--- src/rtl/motion_pkg.sv ---
`default_nettype none
// +----------------------------------------------------------------------------+
// | Module      : motion_pkg                                                   |
// | Description : Shared types, widths and the saturating velocity adder used  |
// |               by the motion segment scheduler.                             |
// | Contents    : VEL_W, DUR_W widths; state_t {IDLE, RUN}; segment_t          |
// |               {accel, dur}; sat_add() 33-bit add with +/-vmax clamp.       |
// | Revision    : 1.0 - initial release                                        |
// +----------------------------------------------------------------------------+
package motion_pkg;

  localparam int VEL_W = 32;
  localparam int DUR_W = 32;

  typedef enum logic [0:0] {
    IDLE = 1'b0,
    RUN  = 1'b1
  } state_t;

  // accel is carried as raw bits; consumers reinterpret it as signed.
  typedef struct packed {
    logic [VEL_W-1:0] accel;
    logic [DUR_W-1:0] dur;
  } segment_t;

  // One extra bit of headroom means the sum can never wrap; the result is
  // then clamped symmetrically to [-vmax, +vmax].
  function automatic logic signed [VEL_W-1:0] sat_add(
    input logic signed [VEL_W-1:0] a,
    input logic signed [VEL_W-1:0] b,
    input logic        [VEL_W-1:0] vmax
  );
    logic signed [VEL_W:0] sum;
    logic signed [VEL_W:0] lim;
    sum = {a[VEL_W-1], a} + {b[VEL_W-1], b};
    lim = {1'b0, vmax};
    if (sum > lim) begin
      sat_add = vmax;
    end else if (sum < -lim) begin
      sat_add = -vmax;
    end else begin
      sat_add = sum[VEL_W-1:0];
    end
  endfunction

endpackage
`default_nettype wire

--- src/rtl/motion_ramp_sched_tick_prescaler.sv ---
`default_nettype none
// +----------------------------------------------------------------------------+
// | Module      : tick_prescaler                                               |
// | Description : Divides clk into a one-cycle tick every TICK_DIV enabled     |
// |               cycles. Counter sits at 0 while cleared so the first tick    |
// |               after enabling lands exactly TICK_DIV cycles later.          |
// | Ports       : clk, reset (sync, active-high), clear (sync restart to 0),   |
// |               en (count enable), tick (out, high on count==TICK_DIV-1).    |
// | Revision    : 1.0 - initial release                                        |
// +----------------------------------------------------------------------------+
module tick_prescaler #(
  parameter int TICK_DIV = 50
) (
  input  logic clk,
  input  logic reset,
  input  logic clear,
  input  logic en,
  output logic tick
);

  localparam int CNT_W = (TICK_DIV > 2) ? $clog2(TICK_DIV) : 1;
  localparam logic [CNT_W-1:0] C_LAST = CNT_W'(TICK_DIV - 1);

  logic [CNT_W-1:0] r_count;

  always_ff @(posedge clk) begin
    if (reset || clear) begin
      r_count <= '0;
    end else if (en) begin
      r_count <= (r_count == C_LAST) ? '0 : r_count + CNT_W'(1);
    end
  end

  assign tick = en && (r_count == C_LAST);

endmodule
`default_nettype wire

--- src/rtl/motion_ramp_sched.sv ---
`default_nettype none
// +----------------------------------------------------------------------------+
// | Module      : motion_ramp_sched                                            |
// | Description : Single-axis motion segment scheduler. Integrates segment     |
// |               acceleration into a saturated signed velocity once per tick  |
// |               and chains queued segments back-to-back with no gap.         |
// | Ports       : clk, reset (sync, active-high)                               |
// |               cmd_valid/cmd_ready/cmd_accel/cmd_dur : segment handshake    |
// |               abort     : level, zeroes velocity and flushes segments      |
// |               velocity  : signed velocity to step_gen                      |
// |               busy      : high while a segment is running                  |
// |               seg_done  : one-cycle pulse per completed segment            |
// |               underrun  : sticky, ran out of segments at nonzero velocity  |
// | Revision    : 1.0 - initial release                                        |
// +----------------------------------------------------------------------------+
module motion_ramp_sched
  import motion_pkg::*;
#(
  parameter int               TICK_DIV = 50,
  parameter logic [VEL_W-1:0] VMAX     = 32'h7FFF_FFFF
) (
  input  logic                    clk,
  input  logic                    reset,
  input  logic                    cmd_valid,
  output logic                    cmd_ready,
  input  logic signed [VEL_W-1:0] cmd_accel,
  input  logic        [DUR_W-1:0] cmd_dur,
  input  logic                    abort,
  output logic signed [VEL_W-1:0] velocity,
  output logic                    busy,
  output logic                    seg_done,
  output logic                    underrun
);

  state_t                  r_state,      w_state_nx;
  logic signed [VEL_W-1:0] r_velocity,   w_velocity_nx;
  logic signed [VEL_W-1:0] r_act_accel,  w_act_accel_nx;
  logic        [DUR_W-1:0] r_remaining,  w_remaining_nx;
  segment_t                r_next,       w_next_nx;
  logic                    r_next_valid, w_next_valid_nx;
  logic                    r_seg_done,   w_seg_done_nx;
  logic                    r_underrun,   w_underrun_nx;

  logic                    w_accept;
  logic                    w_tick;
  logic                    w_run;
  logic                    w_presc_clear;
  segment_t                w_cmd_seg;

  assign w_run     = (r_state == RUN);
  assign cmd_ready = !abort && (!w_run || !r_next_valid);
  assign w_accept  = cmd_valid && cmd_ready;

  // A zero duration is normalised on entry so remaining never starts at 0.
  assign w_cmd_seg.accel = cmd_accel;
  assign w_cmd_seg.dur   = (cmd_dur == '0) ? DUR_W'(1) : cmd_dur;

  // Holding the prescaler clear in IDLE guarantees it is 0 on RUN entry.
  assign w_presc_clear = abort || !w_run;

  tick_prescaler #(
    .TICK_DIV (TICK_DIV)
  ) u_prescaler (
    .clk   (clk),
    .reset (reset),
    .clear (w_presc_clear),
    .en    (w_run),
    .tick  (w_tick)
  );

  always_comb begin
    w_state_nx      = r_state;
    w_velocity_nx   = r_velocity;
    w_act_accel_nx  = r_act_accel;
    w_remaining_nx  = r_remaining;
    w_next_nx       = r_next;
    w_next_valid_nx = r_next_valid;
    w_seg_done_nx   = 1'b0;
    w_underrun_nx   = r_underrun;

    if (abort) begin
      w_velocity_nx   = '0;
      w_next_valid_nx = 1'b0;
      w_state_nx      = IDLE;
    end else begin
      case (r_state)
        IDLE: begin
          if (w_accept) begin
            w_act_accel_nx = w_cmd_seg.accel;
            w_remaining_nx = w_cmd_seg.dur;
            w_state_nx     = RUN;
          end
        end
        RUN: begin
          // Acceptance in RUN implies the next slot is empty.
          if (w_accept) begin
            w_next_nx       = w_cmd_seg;
            w_next_valid_nx = 1'b1;
          end
          if (w_tick) begin
            w_velocity_nx  = sat_add(r_velocity, r_act_accel, VMAX);
            w_remaining_nx = r_remaining - DUR_W'(1);
            if (r_remaining == DUR_W'(1)) begin
              w_seg_done_nx = 1'b1;
              if (r_next_valid) begin
                w_act_accel_nx  = r_next.accel;
                w_remaining_nx  = r_next.dur;
                w_next_valid_nx = 1'b0;
              end else if (w_accept) begin
                // Bypass: the incoming command goes straight to active.
                w_act_accel_nx  = w_cmd_seg.accel;
                w_remaining_nx  = w_cmd_seg.dur;
                w_next_valid_nx = 1'b0;
              end else begin
                w_state_nx = IDLE;
                if (w_velocity_nx != '0) begin
                  w_underrun_nx = 1'b1;
                end
              end
            end
          end
        end
        default: w_state_nx = IDLE;
      endcase
    end
  end

  always_ff @(posedge clk) begin
    if (reset) begin
      r_state      <= IDLE;
      r_velocity   <= '0;
      r_act_accel  <= '0;
      r_remaining  <= '0;
      r_next       <= '0;
      r_next_valid <= 1'b0;
      r_seg_done   <= 1'b0;
      r_underrun   <= 1'b0;
    end else begin
      r_state      <= w_state_nx;
      r_velocity   <= w_velocity_nx;
      r_act_accel  <= w_act_accel_nx;
      r_remaining  <= w_remaining_nx;
      r_next       <= w_next_nx;
      r_next_valid <= w_next_valid_nx;
      r_seg_done   <= w_seg_done_nx;
      r_underrun   <= w_underrun_nx;
    end
  end

  assign velocity = r_velocity;
  assign busy     = w_run;
  assign seg_done = r_seg_done;
  assign underrun = r_underrun;

endmodule
`default_nettype wire
--- config.mk ---
export PLATFORM = sky130hd
export DESIGN_NAME = motion_ramp_sched
export DESIGN_NICKNAME = d
export VERILOG_FILES = /design/src/rtl/motion_pkg.sv /design/src/rtl/motion_ramp_sched_tick_prescaler.sv /design/src/rtl/motion_ramp_sched.sv
export SDC_FILE = /design/constraint.sdc
export NUM_CORES = 1
export LEC_CHECK = 0
export ABC_AREA = 1
export CAP_MARGIN = 15
export CORE_ASPECT_RATIO = 0.6
export CORE_MARGIN = 2
export CORE_UTILIZATION = 50
export DETAILED_ROUTE_END_ITERATION = 16
export PLACE_DENSITY = 0.71
export SYNTH_ARGS = -nofsm -noshare
export SYNTH_HDL_FRONTEND = slang
export SYNTH_SLANG_ARGS = --single-unit
--- constraint.sdc ---
create_clock -name clk -period 3.2 [get_ports clk]
set_input_delay 0.64 -clock clk [delete_from_list [all_inputs] [get_ports clk]]
set_output_delay 0.64 -clock clk [all_outputs]
set_load 0.01 [all_outputs]
==> results of run 1 <==
## worst paths after layout
kind,endpoint,cells after the start,slack (ns)
worst max-delay path,underrun,20,0.09
worst min-delay path,underrun,2,0.46
worst max register to register,underrun,20,0.09
worst min register to register,underrun,2,0.46
## flip-flops by register name, summed over array words and instances (netlist names)
signal               cells
r_remaining             32
r_next_valid             1
seg_done                 1
busy                     1
r_act_accel             32
underrun                 1
u_prescaler.r_count      6
r_next                  64
velocity                32
## cell usage after synthesis, drive strengths merged, types with 11 or more instances
| master | count |
|---|---|
| a31oi | 11 |
| nor2 | 201 |
| o21ai | 115 |
| o211ai | 21 |
| a221oi | 35 |
| a21oi | 104 |
| ha | 36 |
| xnor2 | 13 |
| dfxtp | 170 |
| o22ai | 33 |
| o221ai | 13 |
| inv | 245 |
| buf | 13 |
| clkbuf | 57 |
| nand4 | 11 |
| xor2 | 28 |
| nor3 | 18 |
| nand3 | 65 |
| nand2 | 328 |
## worst max-delay path, cell delays in order, from the launching register on
cell	delay, ns
dfxtp_2	0.36
ha_4	0.13
inv_1	0.05
fa_2	0.38
xnor2_1	0.17
or2_2	0.31
nor2_1	0.14
nand3_1	0.11
nor2_2	0.16
nand3_2	0.12
nor2_2	0.15
nand3_1	0.10
nand2_2	0.08
nand2_4	0.09
buf_12	0.14
o41ai_1	0.05
nand2_1	0.09
nor2_1	0.14
nand2_1	0.08
nand2_1	0.06
a21oi_1	0.05
## layer usage
layer	global-route usage (%)	up-vias	part of all wire, %
met1	54.3	5327	49
li1	-	5437	-
met3	10.4	46	14
met2	43.2	700	36
met5	0	-	0
met4	5.84	0	1.2
## cell type report
| class | count | area, um2 | share of cell area (%) |
|---|---|---|---|
| multi-input cells | 1089 | 6160 | 47.4 |
| flip-flops and latches | 170 | 3410 | 26.2 |
| repair buffers | 163 | 1570 | 12.1 |
| inverters | 247 | 927 | 7.12 |
| clock buffers | 18 | 439 | 3.37 |
| well taps | 273 | 342 | 2.62 |
| clock inverters | 14 | 164 | 1.26 |
## power by group through the flow
stage | combinational [mW] | sequential (mW) | clock (mW)
floorplan | 0.480 | 2.27 | 0
global placement | 0.772 | 2.29 | 0
detailed placement | 0.773 | 2.29 | 0
CTS | 0.782 | 2.24 | 2.20
global route | 0.896 | 2.26 | 2.28
finish | 0.834 | 2.25 | 2.20
## timing repair
item / CTS / global route
setup endpoints to repair: 0 / 32
buffers inserted: 0 / 4
gates resized for setup: 0 / 81
## logic make-up after synthesis
family	after synthesis	synth area share, %
AO/OA/AOI/OAI	367	21.6
XOR/XNOR	41	3.45
adder cells (fa/ha/maj)	37	4.51
buffers and inverters	317	11.6
flip-flops	170	32.7
AND/OR/NAND/NOR	644	26.2
## through the flow
step	setup WS, ns	area, um2
after floorplan	0.414	10400
after global placement	0.0706	12000
after detailed placement	0.0238	12000
after CTS	0.00453	12600
after global routing	-0.0871	13000
final	0.0870	13000
==> impl_metrics.tcl, run 1 <==
set metrics [dict create \
    worst_pin_slew_ns 0.655 \
    drt_iter0_drc 1431 \
    drt-total-wl_mm 37.9 \
    clock-sinks 170 \
    netlist_area_um2 10400 \
    p_sw_share_pct 29.8 \
    clkPwrFrac_pct 41.6 \
    core_area_um2 20200 \
    synth.largest_area_cell "dfxtp_1" \
    synth_seq_cells 170 \
    cts.clk_slew.worst_paths_ns 0.07 \
    grt_pass1_wl_mm 57.2 \
    holdCritPathClass "flop to flop" \
    cts_tree "yes" \
    synth_cells 1576 \
    antenna_found_initial 0 \
    p_total_mw 5.28 \
    die_x_um 190 \
    setup_viol 0 \
    reg2reg_from "velocity[0]" \
    crit_start "velocity[0]" \
    synth_ff_type "dfxtp_1" \
    vias 11510 \
    nFillCells 1884 \
    grt_max_degree 88 \
    cts_max_level 4 \
    place_inst 1937 \
    timing.fmax_mhz 321 \
    numPortBuffers 103 \
    diodes 0 \
    crit_path_start_kind "flop" \
    dieArea_um2 22100 \
    maxSlewViolCount 0 \
    final-hold-violation-count 0 \
    cts_made_buffers 17 \
    switchingPower_mw 1.57 \
    synthTopCellsByArea "dfxtp_1 (33%), nand2_1 (12%), inv_1 (8.7%), nor2_1 (6.9%), o21ai_0 (5.4%)" \
    setup_tns_ns 0 \
    holdBufCountCts 0 \
    post-route-util_pct 64.4 \
    fin_crit_ns 3.11 \
    gp_congestion 1.04 \
    yosysSeqAreaShare_pct 32.7 \
    fp.dieH_um 116 \
    finalCritPeriodShare_pct 97.3 \
    grtUsageTotal_pct 33.8 \
    synth-edff-count 0 \
    synth_nets 1681 \
    ioPinCount 104 \
    fin_skew_ns 0.00877 \
    hold_slack_ns 0.459 \
    syn2layout_area_growth_pct 24.9 \
    synth.avg_cell_area_um2 6.61 \
    mostFrequentLayoutCell "nand2_1" \
    pwr-share-comb_pct 15.8 \
    power.sequential.fraction_pct 42.6 \
    path_class "flop to flop" \
    rows 40 \
    worstPathArrival_ns 3.43 \
    power.density_nw_per_um2 406 \
    ir_worst_vdd_v 0.000356 \
    min_from "underrun" \
    avgRoutedWirePerCell_um 19.2 \
    clkLatencyLatePin_ns 0.44 \
    first_pass_iters 5 \
    internal-power_mw 3.71 \
    grt_pass1_vias 10008 \
    cts_root_buf "clkbuf_16" \
    worstPathMaxFanout 5 \
    ys_types 53 \
    drive_gt1_share_pct 11.6 \
    dpl.hpwl_mm 27.6 \
    p_leak_nw 5.88 \
    via_per_inst 5.83 \
    remaining_drc_errors 0 \
    final_cells 1974 \
    status "completed" \
    synth_top_area_share_pct 32.7 \
    drv_cap 0 \
    overflow 0 \
    fin_nets 1793 \
    critPathRequiredTime_ns 3.51 \
    ys_warn_count 0 \
    cts_buffer_depth 2 \
    worst_setup_path_end_kind "flop" \
    async_flop_share_pct 0 \
    relSlewSlack_pct 56.2 \
    ant_nets 0 \
    final_cell_mix "nand2_1 (306), inv_1 (240), nor2_1 (171), dfxtp_1 (167), o21ai_0 (113)" \
    start_util_pct 51.5 \
]
Power figures use the tool's default switching activity.
==> inputs of run 2 (changes only) <==
--- a/config.mk
+++ b/config.mk
@@ -9,9 +9,9 @@
 export CAP_MARGIN = 15
 export CORE_ASPECT_RATIO = 0.6
 export CORE_MARGIN = 2
-export CORE_UTILIZATION = 50
+export CORE_UTILIZATION = 36
 export DETAILED_ROUTE_END_ITERATION = 16
-export PLACE_DENSITY = 0.71
+export SKIP_LAST_GASP = 1
 export SYNTH_ARGS = -nofsm -noshare
 export SYNTH_HDL_FRONTEND = slang
 export SYNTH_SLANG_ARGS = --single-unit
==> run 2 against run 1 <==
Setup slack lost 0.029 ns. Clock power shrank 5%. Hold slack gained 0.017 ns. Sequential power is essentially flat. Non-clock buffer count grew 38. Combinational power is essentially flat. Design area grew 0.88%. Global-route usage shrank 8.3 points. Register-to-register slack lost 0.03 ns.
==> impl_metrics.tcl, run 2 (synthesized netlist as in run 1, its figures left out) <==
set metrics [dict create \
    via_per_inst 5.38 \
    reg2reg_slack_ns 0.06 \
    setup_viol 0 \
    grt_pass1_vias 9838 \
    timing.fmax_mhz 318 \
    overflow 0 \
    largest-register "r_next" \
    ant_nets 0 \
    grt_pass1_wl_mm 59.0 \
    worst_path_most_repeated_cell "nand2_1" \
    critPathRequiredTime_ns 3.51 \
    syn2layout_area_growth_pct 26.0 \
    fp.dieH_um 136 \
    clkLatencyLatePin_ns 0.45 \
    diodes 0 \
    status "completed" \
    drt-total-wl_mm 39.3 \
    cts_buffer_depth 2 \
    nFillCells 2957 \
    crit_path_start_kind "flop" \
    grt_max_degree 50 \
    worstPathArrival_ns 3.45 \
    largest_reg_flops 64 \
    holdBufCountCts 0 \
    maxSlewViolCount 0 \
    power.density_nw_per_um2 394 \
    worst_pin_slew_ns 1.06 \
    reg2reg_from "r_act_accel[9]" \
    final_cells 2113 \
    ioPinCount 104 \
    rsz0062_at_grt "true" \
    vias 11369 \
    ir_worst_vdd_v 0.000360 \
    path_class "flop to flop" \
    reg2reg_to "underrun" \
    fin_nets 1831 \
    cts_made_buffers 17 \
    die_x_um 224 \
    numPortBuffers 103 \
    dpl.hpwl_mm 29.8 \
    start_util_pct 36.5 \
    first_pass_iters 7 \
    mostFrequentLayoutCell "nand2_1" \
    fin_skew_ns 0.0134 \
    cts_tree "yes" \
    place_inst 2077 \
    drt_iter0_drc 1253 \
    avgRoutedWirePerCell_um 18.6 \
    grtUsageTotal_pct 25.6 \
    core_area_um2 28600 \
    worstPathMaxFanout 5 \
    final_cell_mix "nand2_1 (313), inv_1 (239), nor2_1 (176), dfxtp_1 (168), o21ai_0 (113)" \
    relSlewSlack_pct 28.8 \
    path_cells "ha_1 > buf_4 > nand2_1 > nand2_1 > nand2_1 > nand2_1 > nand3b_1 > buf_4 > xor2_1 > nor2_1 > nand3_2 > nor2_2 > nand3_1 > nand2_1 > nand2_2 > buf_6 > o41ai_1 > nand2_1 > nor2_1 > nand2_1 > nand2_1 > a21oi_1" \
    finalCritPeriodShare_pct 98.2 \
    final-hold-violation-count 0 \
    min_to "r_act_accel[25]" \
    drive_gt1_share_pct 11.9 \
    dieArea_um2 30400 \
    crit_buf_inv 3 \
    cts_root_buf "clkbuf_16" \
    clock-sinks 170 \
    remaining_drc_errors 0 \
    rows 48 \
    post-route-util_pct 45.9 \
    critPathSlowestCell "nand3b_1" \
    cpLargestDelayFamily "simple AND/OR/NAND/NOR gates" \
    gp_congestion 1.02 \
    cts.clk_slew.worst_paths_ns 0.07 \
    drv_cap 0 \
    fin_crit_ns 3.14 \
    hold_depth 2 \
    min_from "r_act_accel[25]" \
    holdCritPathClass "flop to flop" \
    reg2regPathDepth 22 \
    critPathMaxStageDelay_ns 0.33 \
    worst_setup_path_end_kind "flop" \
    crit_start "r_act_accel[9]" \
    p_leak_nw 6.04 \
    antenna_found_initial 0 \
    cts_max_level 4 \
]
==> run 2: changes by cell type in the layout (fill, tap and decap cells not counted), sizes merged <==
cell    delta
clkbuf     +1
buf       +39
inv        -4
clkinv     +1
==> run 2: worst max path at each step <==
stage               endpoint  depth (start not counted)
CTS                 underrun                         24
finish              underrun                         22
detailed placement  underrun                         24
global placement    underrun                         21
global route        underrun                         21
floorplan           underrun                         26
==> run 2: layout make-up <==
class,instances,area (um2),area share [%]
repair buffers,201,1790,13.6
inverters,247,927,7.06
clock buffers,20,457,3.48
clock inverters,11,121,0.924
flip-flops and latches,170,3410,25.9
well taps,375,469,3.57
multi-input cells,1089,5960,45.4
==> run 2: stage by stage <==
stage | setup TNS [ns] | cell area [um2] | power, mW | setup WS (ns) | hold WS (ns)
floorplan | 0 | 10400 | 2.75 | 0.414 | 0.433
global placement | -0.0269 | 12400 | 3.08 | -0.0269 | 0.453
detailed placement | 0 | 12400 | 3.08 | 0.0349 | 0.464
CTS | 0 | 12900 | 5.19 | 0.00652 | 0.478
global route | -0.203 | 13100 | 5.38 | -0.166 | 0.496
finish | 0 | 13100 | 5.18 | 0.0583 | 0.476
==> run 2: routing by layer <==
| layer | vias up | track usage [%] | wire, um |
|---|---|---|---|
| met4 | 0 | 5.22 | 409 |
| met5 | - | 0 | 0 |
| met1 | 5313 | 42.3 | 20700 |
| met2 | 503 | 31.9 | 14200 |
| met3 | 31 | 5.77 | 3880 |
| li1 | 5522 | - | - |
==> run 2: report_power, final <==
part | switching [mW] | total, mW | internal (mW)
clock network | 0.912 | 2.10 | 1.18
logic | 0.504 | 0.834 | 0.329
registers | 0.0592 | 2.24 | 2.19
total | 1.48 | 5.18 | 3.70
==> run 2: timing repair <==
item	4_1_cts	5_1_grt
pin swaps	1	14
buffers inserted	0	4
resized for setup	0	48
setup endpoints to repair	1	31
gates cloned	0	1
==> run 2: worst reg2reg max path, stage by stage (launching register included) <==
cell      delay [ns]
dfxtp_1         0.32
ha_1            0.31
buf_4           0.16
nand2_1         0.06
nand2_1         0.06
nand2_1         0.06
nand2_1         0.07
nand3b_1        0.33
buf_4           0.24
xor2_1          0.15
nor2_1          0.13
nand3_2         0.12
nor2_2          0.12
nand3_1         0.08
nand2_1         0.07
nand2_2         0.11
buf_6           0.15
o41ai_1         0.07
nand2_1         0.09
nor2_1          0.13
nand2_1         0.06
nand2_1         0.05
a21oi_1         0.05
==> inputs of run 3 (changes only) <==
--- a/config.mk
+++ b/config.mk
@@ -9,7 +9,7 @@
 export CAP_MARGIN = 15
 export CORE_ASPECT_RATIO = 0.6
 export CORE_MARGIN = 2
-export CORE_UTILIZATION = 36
+export CORE_UTILIZATION = 40
 export DETAILED_ROUTE_END_ITERATION = 16
 export SKIP_LAST_GASP = 1
 export SYNTH_ARGS = -nofsm -noshare
==> run 3 against run 2 <==
Via count shrank 1.5%. First-iteration DRC count shrank 6.3%. Die area shrank 9.8%. Critical path type unchanged. Critical endpoint unchanged.
==> impl_metrics.tcl, run 3 (synthesized netlist as in run 1, its figures left out) <==
set metrics [dict create \
    status "completed" \
    seqCellArea_um2 3410 \
    relSlewSlack_pct 33.3 \
    largest_reg_flops 64 \
    grt_pass1_vias 10040 \
    fin_nets 1808 \
    cts.clk_slew.worst_paths_ns 0.07 \
    internal-power_mw 3.73 \
    path_cells "ha_4 > inv_4 > fa_2 > buf_4 > xnor2_1 > or2_2 > nor2_2 > nand3_1 > nor2_1 > nand3_1 > nor2_2 > nand3_1 > nand2_2 > nand2_4 > buf_12 > o41ai_4 > nand3_1 > nor2_2 > nand2_1 > nand2_1 > a21oi_1" \
    holdBufCountCts 0 \
    avgRoutedWirePerCell_um 18.6 \
    worst_setup_path_end_kind "flop" \
    cts_made_buffers 17 \
    crit_path_start_kind "flop" \
    dieArea_um2 27400 \
    grtUsageTotal_pct 28.5 \
    cts_tree "yes" \
    hold_slack_ns 0.471 \
    ir_worst_vdd_v 0.000310 \
    maxSlewViolCount 0 \
    gp_congestion 0.973 \
    worstPathMaxFanout 6 \
    critPathSlowestCell "fa_2" \
    switchingPower_mw 1.49 \
    timing.fmax_mhz 319 \
    fin_crit_ns 3.14 \
    first_pass_iters 5 \
    cts_max_level 4 \
    antenna_found_initial 0 \
    clkLatencyLatePin_ns 0.45 \
    numPortBuffers 103 \
    cpLargestDelayFamily "simple AND/OR/NAND/NOR gates" \
    remaining_drc_errors 0 \
    worstPathArrival_ns 3.46 \
    crit_buf_inv 3 \
    core_area_um2 25400 \
    worst_pin_slew_ns 0.997 \
    drt_iter0_drc 1174 \
    power.density_nw_per_um2 402 \
    vias 11195 \
    power.sequential.fraction_pct 43.1 \
    p_leak_nw 5.94 \
    die_x_um 212 \
    path_class "flop to flop" \
    rsz0062_at_grt "true" \
    critPathMaxStageDelay_ns 0.37 \
    critPathRequiredTime_ns 3.52 \
    post-route-util_pct 50.9 \
    start_util_pct 41.0 \
    drive_gt1_share_pct 10.6 \
    diodes 0 \
    final_cell_mix "nand2_1 (316), inv_1 (239), nor2_1 (177), dfxtp_1 (167), o21ai_0 (112)" \
    largest-register "r_next" \
    clkPwrFrac_pct 41.1 \
    via_per_inst 5.42 \
    finalCritPeriodShare_pct 98.0 \
    worst_path_most_repeated_cell "nand3_1" \
    p_total_mw 5.22 \
    overflow 0 \
    syn2layout_area_growth_pct 24.4 \
    grt_pass1_wl_mm 59.3 \
    nFillCells 2606 \
    multi_input_area_um2 5960 \
    cts_root_buf "clkbuf_16" \
    ant_nets 0 \
    final-hold-violation-count 0 \
    holdCritPathClass "flop to flop" \
    ioPinCount 104 \
    mostFrequentLayoutCell "nand2_1" \
    rows 45 \
    cts_buffer_depth 2 \
    grt_max_degree 69 \
    drv_cap 0 \
    drt-total-wl_mm 38.5 \
    setup_viol 0 \
    pwr-share-comb_pct 15.8 \
    dpl.hpwl_mm 28.9 \
    fin_skew_ns 0.0131 \
    fp.dieH_um 129 \
    clock-sinks 170 \
    p_sw_share_pct 28.5 \
]
## run 3: cell count changes in the layout (fill, tap and decap cells not counted), sizes merged
cell,change
buf,-24
bufinv,+1
clkinv,+1
clkbuf,-1
## run 3: through the flow
stage	setup TNS [ns]	cells	setup slack (ns)	area (um2)
3_5_place_dp	0	2028	0.0416	12200
4_1_cts	0	2059	0.0127	12700
6_report	0	2067	0.0643	13000
3_3_place_gp	0	2028	0.100	12200
5_1_grt	-0.0991	2067	-0.0991	13000
2_1_floorplan	0	1576	0.414	10400
## run 3: worst paths after layout
path / startpoint / to / slack (ns) / cells after the start
worst max-delay path: r_act_accel[0] / underrun / 0.06 / 21
worst min-delay path: u_prescaler.r_count[0] / u_prescaler.r_count[0] / 0.47 / 1
worst max register to register: r_act_accel[0] / underrun / 0.06 / 21
worst min register to register: u_prescaler.r_count[0] / u_prescaler.r_count[0] / 0.47 / 1
## run 3: timing repair
| action | CTS | global route |
|---|---|---|
| endpoints found under the setup margin | 0 | 31 |
| setup buffers | 0 | 7 |
| endpoints found under the hold margin | 0 | 0 |
| gates resized for setup | 0 | 45 |
## run 3: per-layer routing
metal  wire length (um)  vias up  track usage, %
met1              20500     5240            46.6
li1                   -     5474               -
met4                225        0            4.85
met2              14200      459            37.0
met3               3590       22            6.45
met5                  0        -               0
## run 3: final cells by class
class / instances / area share, %
clock buffer: 18 / 3.31
clock inverter: 13 / 1.18
inverter: 247 / 7.17
multi-input combinational: 1089 / 46.0
sequential: 170 / 26.3
tap: 352 / 3.40
timing repair buffer: 178 / 12.7
## run 3: power groups by stage
stage / logic [mW] / registers [mW] / clock network, mW
final: 0.823 / 2.25 / 2.14
after global routing: 0.898 / 2.26 / 2.26
after CTS: 0.787 / 2.25 / 2.17
after detailed placement: 0.781 / 2.29 / 0
after global placement: 0.778 / 2.29 / 0
after floorplan: 0.480 / 2.27 / 0
